`src/rtl/cp0_ctrl_v2.sv`:
```
// cp0_ctrl_v2: MIPS system-control coprocessor beside the M stage. It holds SR, Cause,
// EPC, PRId, Count, Compare and BadVAddr, arbitrates exceptions, hardware interrupts and
// the timer interrupt, and drives the trap and eret controls.
// Ports: clk/reset (async active-low); hwint; mtc0 write (we/waddr/wdata); mfc0 read
// (raddr/rdata, combinational); exception report (exc_*); eret; trap/epc/exl outputs.
module cp0_ctrl_v2 #(
  parameter int          NUM_HWINT = 6,
  parameter logic [31:0] PRID_VAL  = 32'h19377059,
  parameter int          TIMER_EN  = 1,
  parameter int          COUNT_DIV = 2
) (
  input  logic                 clk,
  input  logic                 reset,
  input  logic [NUM_HWINT-1:0] hwint,
  input  logic                 we,
  input  logic [4:0]           waddr,
  input  logic [31:0]          wdata,
  input  logic [4:0]           raddr,
  output logic [31:0]          rdata,
  input  logic                 exc_req,
  input  logic [4:0]           exc_code,
  input  logic [31:0]          exc_pc,
  input  logic                 exc_bd,
  input  logic [31:0]          exc_badva,
  input  logic                 eret,
  output logic                 trap,
  output logic [31:0]          epc,
  output logic                 exl
);

  localparam logic [4:0]  A_BADVA   = 5'd8;
  localparam logic [4:0]  A_COUNT   = 5'd9;
  localparam logic [4:0]  A_COMPARE = 5'd11;
  localparam logic [4:0]  A_SR      = 5'd12;
  localparam logic [4:0]  A_CAUSE   = 5'd13;
  localparam logic [4:0]  A_EPC     = 5'd14;
  localparam logic [4:0]  A_PRID    = 5'd15;
  localparam logic [5:0]  HW_MASK   = 6'((1 << NUM_HWINT) - 1);
  // Only IM[10 +: NUM_HWINT], EXL and IE can ever hold a 1.
  localparam logic [31:0] SR_WMASK  = {16'd0, HW_MASK, 8'd0, 2'b11};
  localparam logic [3:0]  PRESC_MAX = 4'(COUNT_DIV - 1);
  localparam bit          TMR       = (TIMER_EN != 0);

  logic [31:0] sr;
  logic        cause_bd;
  logic [5:0]  cause_ip;
  logic [4:0]  cause_exc;
  logic [31:0] epc_q;
  logic [31:0] badva;
  logic [31:0] count;
  logic [31:0] compare;
  logic [3:0]  presc;
  logic        tpend;

  logic [5:0]  hw6;
  logic [5:0]  ip_live;
  logic        int_req;
  logic [4:0]  taken_code;
  logic [31:0] epc_next;
  logic        wr_ok;
  logic        count_wr;
  logic        presc_wrap;
  logic [31:0] count_inc;
  logic [31:0] cause_word;

  // The low PC bits are always replaced by the word-aligned EPC.
  wire unused_pc_bits = &{1'b0, exc_pc[1:0]};

  always_comb begin
    hw6 = '0;
    hw6[NUM_HWINT-1:0] = hwint;
  end

  // Interrupts are judged on the live lines, not the one-cycle-old Cause.IP copy.
  assign ip_live    = hw6 | {TMR & tpend, 5'd0};
  assign int_req    = (|(ip_live & sr[15:10])) & sr[0] & ~sr[1];
  assign trap       = (exc_req | int_req) & ~sr[1];
  assign taken_code = int_req ? 5'd0 : exc_code;
  assign epc_next   = exc_bd ? {exc_pc[31:2] - 30'd1, 2'b00} : {exc_pc[31:2], 2'b00};
  // An mtc0 only lands when neither trap nor eret claims the cycle.
  assign wr_ok      = we & ~trap & ~eret;
  assign count_wr   = wr_ok & (waddr == A_COUNT);
  assign presc_wrap = (presc == PRESC_MAX);
  assign count_inc  = count + 32'd1;

  always_ff @(posedge clk or negedge reset) begin
    if (!reset) begin
      sr        <= '0;
      cause_bd  <= 1'b0;
      cause_ip  <= '0;
      cause_exc <= '0;
      epc_q     <= '0;
      badva     <= '0;
      count     <= '0;
      compare   <= '0;
      presc     <= '0;
      tpend     <= 1'b0;
    end else begin
      cause_ip <= hw6 | {TMR & tpend, 5'd0};

      if (TMR) begin
        if (count_wr) begin
          count <= wdata;
          presc <= '0;
        end else if (presc_wrap) begin
          count <= count_inc;
          presc <= '0;
        end else begin
          presc <= presc + 4'd1;
        end
        // A Compare write clears the pending timer even when a trap discards the write.
        if (we && waddr == A_COMPARE)
          tpend <= 1'b0;
        else if (presc_wrap && !count_wr && count_inc == compare && compare != 32'd0)
          tpend <= 1'b1;
        if (wr_ok && waddr == A_COMPARE)
          compare <= wdata;
      end

      if (trap) begin
        cause_exc <= taken_code;
        cause_bd  <= exc_bd;
        epc_q     <= epc_next;
        sr[1]     <= 1'b1;
        if (taken_code == 5'd4 || taken_code == 5'd5)
          badva <= exc_badva;
      end else if (eret) begin
        sr[1] <= 1'b0;
      end else if (we) begin
        case (waddr)
          A_SR:    sr    <= wdata & SR_WMASK;
          A_EPC:   epc_q <= wdata;
          default: ;
        endcase
      end
    end
  end

  assign cause_word = {cause_bd, 15'd0, cause_ip, 3'd0, cause_exc, 2'b00};

  always_comb begin
    rdata = '0;
    case (raddr)
      A_BADVA:   rdata = badva;
      A_COUNT:   rdata = count;
      A_COMPARE: rdata = compare;
      A_SR:      rdata = sr;
      A_CAUSE:   rdata = cause_word;
      A_EPC:     rdata = epc_q;
      A_PRID:    rdata = PRID_VAL;
      default:   rdata = '0;
    endcase
  end

  assign epc = epc_q;
  assign exl = sr[1];

endmodule

```
`config.mk`:
```
export PLATFORM = sky130hd
export DESIGN_NAME = cp0_ctrl_v2
export DESIGN_NICKNAME = d
export VERILOG_FILES = /design/src/rtl/cp0_ctrl_v2.sv
export SDC_FILE = /design/constraint.sdc
export NUM_CORES = 1
export LEC_CHECK = 0
export ABC_CLOCK_PERIOD_IN_PS = 4950
export CORE_ASPECT_RATIO = 1.5
export CORE_MARGIN = 1
export CORE_UTILIZATION = 54
export CTS_BUF_LIST = sky130_fd_sc_hd__clkbuf_8
export DETAILED_ROUTE_END_ITERATION = 12
export PLACE_DENSITY = 0.84
export REMOVE_ABC_BUFFERS = 1
export SYNTH_ARGS = -nofsm -noshare
export SYNTH_HDL_FRONTEND = slang
export SYNTH_SLANG_ARGS = --single-unit
```
`constraint.sdc`:
```
create_clock -name clk -period 4.95 [get_ports clk]
set_input_delay 1.485 -clock clk [delete_from_list [all_inputs] [get_ports clk]]
set_output_delay 1.485 -clock clk [all_outputs]
set_load 0.01 [all_outputs]
```
Word-level counts from Yosys, hierarchy flattened
Index checks and enable logic that the tools add are counted.
{"block": "totals", "register_bits": 153, "latch_bits": 0, "ramBits": 0, "rom_bits": 0, "inputBits": 123, "out_inout_bits": 66, "wordCells": 78, "n_memories": 0}
{"block": "op_classes", "n_addsub": 3, "mul": 0, "n_div": 0, "order_cmp": 0, "n_eq_ne": 16, "n_shift": 0, "muxes": 17, "bitwise_logic": 12, "reduce_logical": 19}
{"operator": "$mux 32", "count": 7}
{"operator": "$pmux 32 s7", "count": 1}
{"operator": "$eq 5x4->1 const B", "count": 11}
{"operator": "$add 32x1->32 const B", "count": 1}
{"operator": "$eq 32x32->1", "count": 1}
{"operator": "$reduce_bool 32->1", "count": 1}
{"operator": "$sub 30x1->30 const B", "count": 1}
{"operator": "$eq 5x3->1 const B", "count": 2}
{"operator": "$mux 4", "count": 2}
{"operator": "$reduce_bool 2->1", "count": 4}
{"operator": "$and 1x1->1", "count": 6}
{"operator": "$and 6x6->6", "count": 1}
{"operator": "$or 6x6->6", "count": 1}
{"operator": "$reduce_bool 3->1", "count": 2}
{"operator": "$reduce_or 6->1", "count": 1}
{"operator": "$logic_and 1x1->1", "count": 5}
{"operator": "$mux 5", "count": 1}
{"operator": "$add 4x1->4 const B", "count": 1}
{"operator": "$eq 4x1->1 const B", "count": 1}
{"operator": "$mux 1", "count": 4}
{"operator": "$mux 2", "count": 2}
{"operator": "$reduce_and 2->1", "count": 2}
{"operator": "$reduce_and 4->1", "count": 1}
{"operator": "$not 1->1", "count": 3}
{"operator": "5 further kinds", "count": 5}

Longest topological paths before layout
{"block": "logic_depth", "ltp_word": 17, "depth_mapped": 9, "depth_no_buf": 9}

Worst setup path before layout
OpenSTA, ideal clock, no wires.
{"block": "synth_timing", "kind": "input-to-output", "start": "input raddr[1]", "end": "output rdata[12]", "t_arrival_ns": 3.074, "required_time_ns": 3.465, "setup_slack_ns": 0.391, "cell_stages": 6, "path_buffers": 2, "cell_sequence": "or3b_2 -> nor3_1 -> buf_2 -> buf_1 -> a22oi_1 -> nand4_1"}
{"block": "synth_between", "elab_chain_len": 2, "word_cells_on_any_way": 8, "cone_classes": "eq/ne: 7; mux: 1"}
{"item": "start, declared", "line_no": "18", "text": "input logic [4:0] raddr,"}
{"item": "$eq 5x4->1", "line_no": "143", "text": "case (raddr)"}
{"item": "$pmux 32 s7 (*)", "line_no": "143"}
{"item": "end, declared", "line_no": "19", "text": "output logic [31:0] rdata,"}
Mark *: on every way between the ends. The rest lies on a longest branch, timed or not.

Worst setup path in the final report
{"block": "layout_timing", "start": "input hwint[2]", "end": "output trap"}
{"block": "layout_between", "elab_chain_len": 7}
{"item": "start, declared", "line_no": "14", "text": "input logic [NUM_HWINT-1:0] hwint,"}
{"item": "$or 6x6->6", "line_no": "75", "text": "assign ip_live = hw6 | {TMR & tpend, 5'd0};"}
{"item": "$and 6x6->6", "line_no": "76", "text": "assign int_req = (|(ip_live & sr[15:10])) & sr[0] & ~sr[1];"}
{"item": "$reduce_or 6->1", "line_no": "76"}
{"item": "$and 1x1->1 (2 in a row)", "line_no": "76"}
{"item": "$or 1x1->1", "line_no": "77", "text": "assign trap = (exc_req | int_req) & ~sr[1];"}
{"item": "$and 1x1->1", "line_no": "77"}
{"item": "end, declared", "line_no": "26", "text": "output logic trap,"}
Every way passes these cells.

==> results.py <==
metrics = {
    "synth": {
        "yosys_warnings": 0,
        "async_flop_share_pct": 100,
        "synth_area_um2": 9150,
        "synthCells": 974,
        "ys_seq_area_share_pct": 41.8,
        "synth_top_area_cell": "dfrtp_1",
        "synth.most_common_cell": "nand2_1",
        "synth_area_leaders": "dfrtp_1 (42%), mux2_2 (8.4%), nand2_1 (6.6%), xnor2_1 (5.2%), xor2_1 (5.0%)",
        "synthFlopType": "dfrtp_1",
        "avgSynthCellArea_um2": 9.40,
        "synth_enable_flop_cells": 0,
        "synth_common_cells": "nand2_1 (162), dfrtp_1 (153), mux2_2 (68)",
        "synth_cell_types": 60,
        "ys_seq_elements": 153,
        "synth_top_area_share_pct": 41.8,
    },
    "worst_setup_path": {
        "worstReg2RegStart": "count[0]",
        "r2r-end": "tpend",
        "r2r_slack_ns": 1.79,
        "crit_path_end_kind": "output port",
        "crit_type": "input port to output port",
        "reg2reg_depth": 8,
        "arrival_ns": 3.41,
        "cp_max_fo": 2,
        "startpoint_type": "input port",
        "required_ns": 3.46,
    },
    "clocking": {
        "cts-root-buf": "clkbuf_8",
        "clock-sinks": 153,
        "path_clk_slew_ns": 0.09,
        "clk_path_buf_depth": 2,
        "cts_hold_buf": 0,
        "cts_inserted_buffers": 17,
        "clk_latency_ns": 0.46,
        "cts_max_level": 4,
        "cts_tree": "done",
    },
    "route": {
        "wl_um": 29300,
        "viasPerCell": 6.27,
        "drtPass1Iterations": 6,
        "num_vias": 8648,
        "drtIter0Drc": 563,
        "antenna_left": 0,
        "routedWlPerCell_um": 21.3,
        "drc": 0,
    },
    "power_and_ir_drop": {
        "leakagePower_nw": 4.93,
        "powerDensity_nw_per_um2": 393,
        "p_total_mw": 4.65,
        "peakVddDrop_mv": 0.248,
    },
    "timing": {
        "slew_headroom_pct": 43.6,
        "finClkSkew_ns": 0.0186,
        "holdWs_ns": 0.491,
        "fin_crit_sh_pct": 98.8,
        "worstMarginPinSlew_ns": 0.840,
        "max_freq_ghz": 0.204,
        "rsz0062_at_grt": "false",
        "final_hold_viol_count": 0,
        "min_period_ns": 4.89,
        "setup_viol": 0,
        "slew_violations": 0,
    },
    "hold_path": {
        "min_path_cells": 2,
        "hold_path_class": "register to register",
        "worstHoldStart": "cause_bd",
        "min_delay_worst_endpoint": "cause_bd",
    },
    "die": {
        "core_um2": 16400,
        "die_y_um": 161,
        "rows": 57,
        "initial_core_util_pct": 55.8,
        "dieArea_um2": 17500,
        "io_pins": 189,
        "fp.dieW_um": 108,
    },
    "final_layout": {
        "syn2layout_area_growth_pct": 29.3,
        "fill_cells": 1221,
        "fin_util_pct": 72.2,
        "antenna_cells": 0,
        "drive_above_1_share_pct": 14.7,
        "final_nets": 1287,
    },
    "placed_design": {
        "place.port_buffers": 186,
        "gp_congestion": 0.954,
        "hpwl_um": 21400,
    },
    "global_routing": {
        "grt_max_degree": 89,
        "grt_pass1_vias": 8781,
        "grt_usage_pct": 35.0,
        "grt.overflow.total": 0,
        "antenna_found_initial": 0,
        "grt_pass1_wl_um": 46300,
    },
    "job": {
        "drv_cap": 0,
    },
    "run_status": {
        "outcome": "completed",
    },
}
placed cells by master, fill, tap and decap left out, types with 17 or more instances in the layout:
cell type	n
nand2_1	162
a22oi_1	29
buf_4	32
nand3_1	37
clkbuf_8	17
nor2_1	49
nor4_1	21
o21ai_0	56
a21oi_1	21
dfrtp_1	153
xnor2_1	54
nor3_1	18
and3_1	19
nand4_1	20
a31oi_1	20
mux2_2	68
clkdlybuf4s50_1	153
xor2_1	52
dlygate4sd2_1	23
cell type report:
class                   instances  area [µm²]  area share (%)
clock inverters                15         166            1.41
well taps                     206         258            2.18
repair buffers                230        2260            19.1
flip-flops and latches        153        3830            32.3
inverters                       8        30.0           0.254
clock buffers                  17         234            1.98
multi-input cells             750        5060            42.7
sequential cells by signal, summed over array words and instances, names as in the netlist:
register   flops
badva         32
compare       32
count         32
epc           32
sr             8
cause_ip       6
cause_exc      5
presc          4
cause_bd       1
tpend          1
worst max path at each step:
stage              from  slack, ns   endpoint  cells past startpoint
6_report       hwint[2]       0.06       trap                      7
2_1_floorplan  raddr[1]      -0.70   rdata[0]                      4
3_5_place_dp   raddr[3]      -0.30   rdata[7]                      7
3_3_place_gp   raddr[3]      -0.26   rdata[8]                      7
4_1_cts        raddr[3]      0.004   rdata[7]                      8
5_1_grt        raddr[3]     0.0002  rdata[19]                      8
per-layer routing:
layer,track usage [%],wire length [µm],vias up
met2,62.4,15400,432
met4,18.8,1460,0
met5,0,0,-
met3,4.60,1830,95
met1,39.8,10600,4245
li1,-,-,3876
stage by stage:
stage	cell area (µm²)	worst slack [ns]	std cells	TNS, ns
floorplan	8860	-0.699	911	-18.32
global placement	11400	-0.258	1343	-6.48
detailed placement	11400	-0.299	1343	-7.09
CTS	11800	0.00441	1379	0
global route	11800	0.000236	1379	0
finish	11800	0.0596	1379	0
worst max-delay path: stages:
cell and delay (ns):
clkdlybuf4s50_1 0.43, a222oi_1 0.34, buf_4 0.20, a311oi_4 0.12, nor2_4 0.24, inv_2 0.09
clkdlybuf4s50_1 0.49
report_power, final:
group,total (mW),internal [mW],switching [mW]
logic,1.58,0.840,0.737
clock network,0.988,0.459,0.529
registers,2.09,1.64,0.453
kinds of logic (layout without fill, tap and decap cells):
group,after synthesis,count (layout),share of synthesized area (%)
simple gates,392,392,22.1
compound gates,173,173,12.7
fa+ha+maj,4,4,0.547
xor+xnor,106,106,10.1
buf+inv,71,270,3.54
mux,75,75,9.17
flops,153,153,41.8
repair_timing:
| action | in CTS | in global routing |
|---|---|---|
| resized for setup | 42 | 12 |
| pin swaps | 1 | 1 |
| setup endpoints to repair | 32 | 27 |
| buffers inserted | 2 | 0 |
| gates cloned | 2 | 0 |
Power figures use the tool's default switching activity.
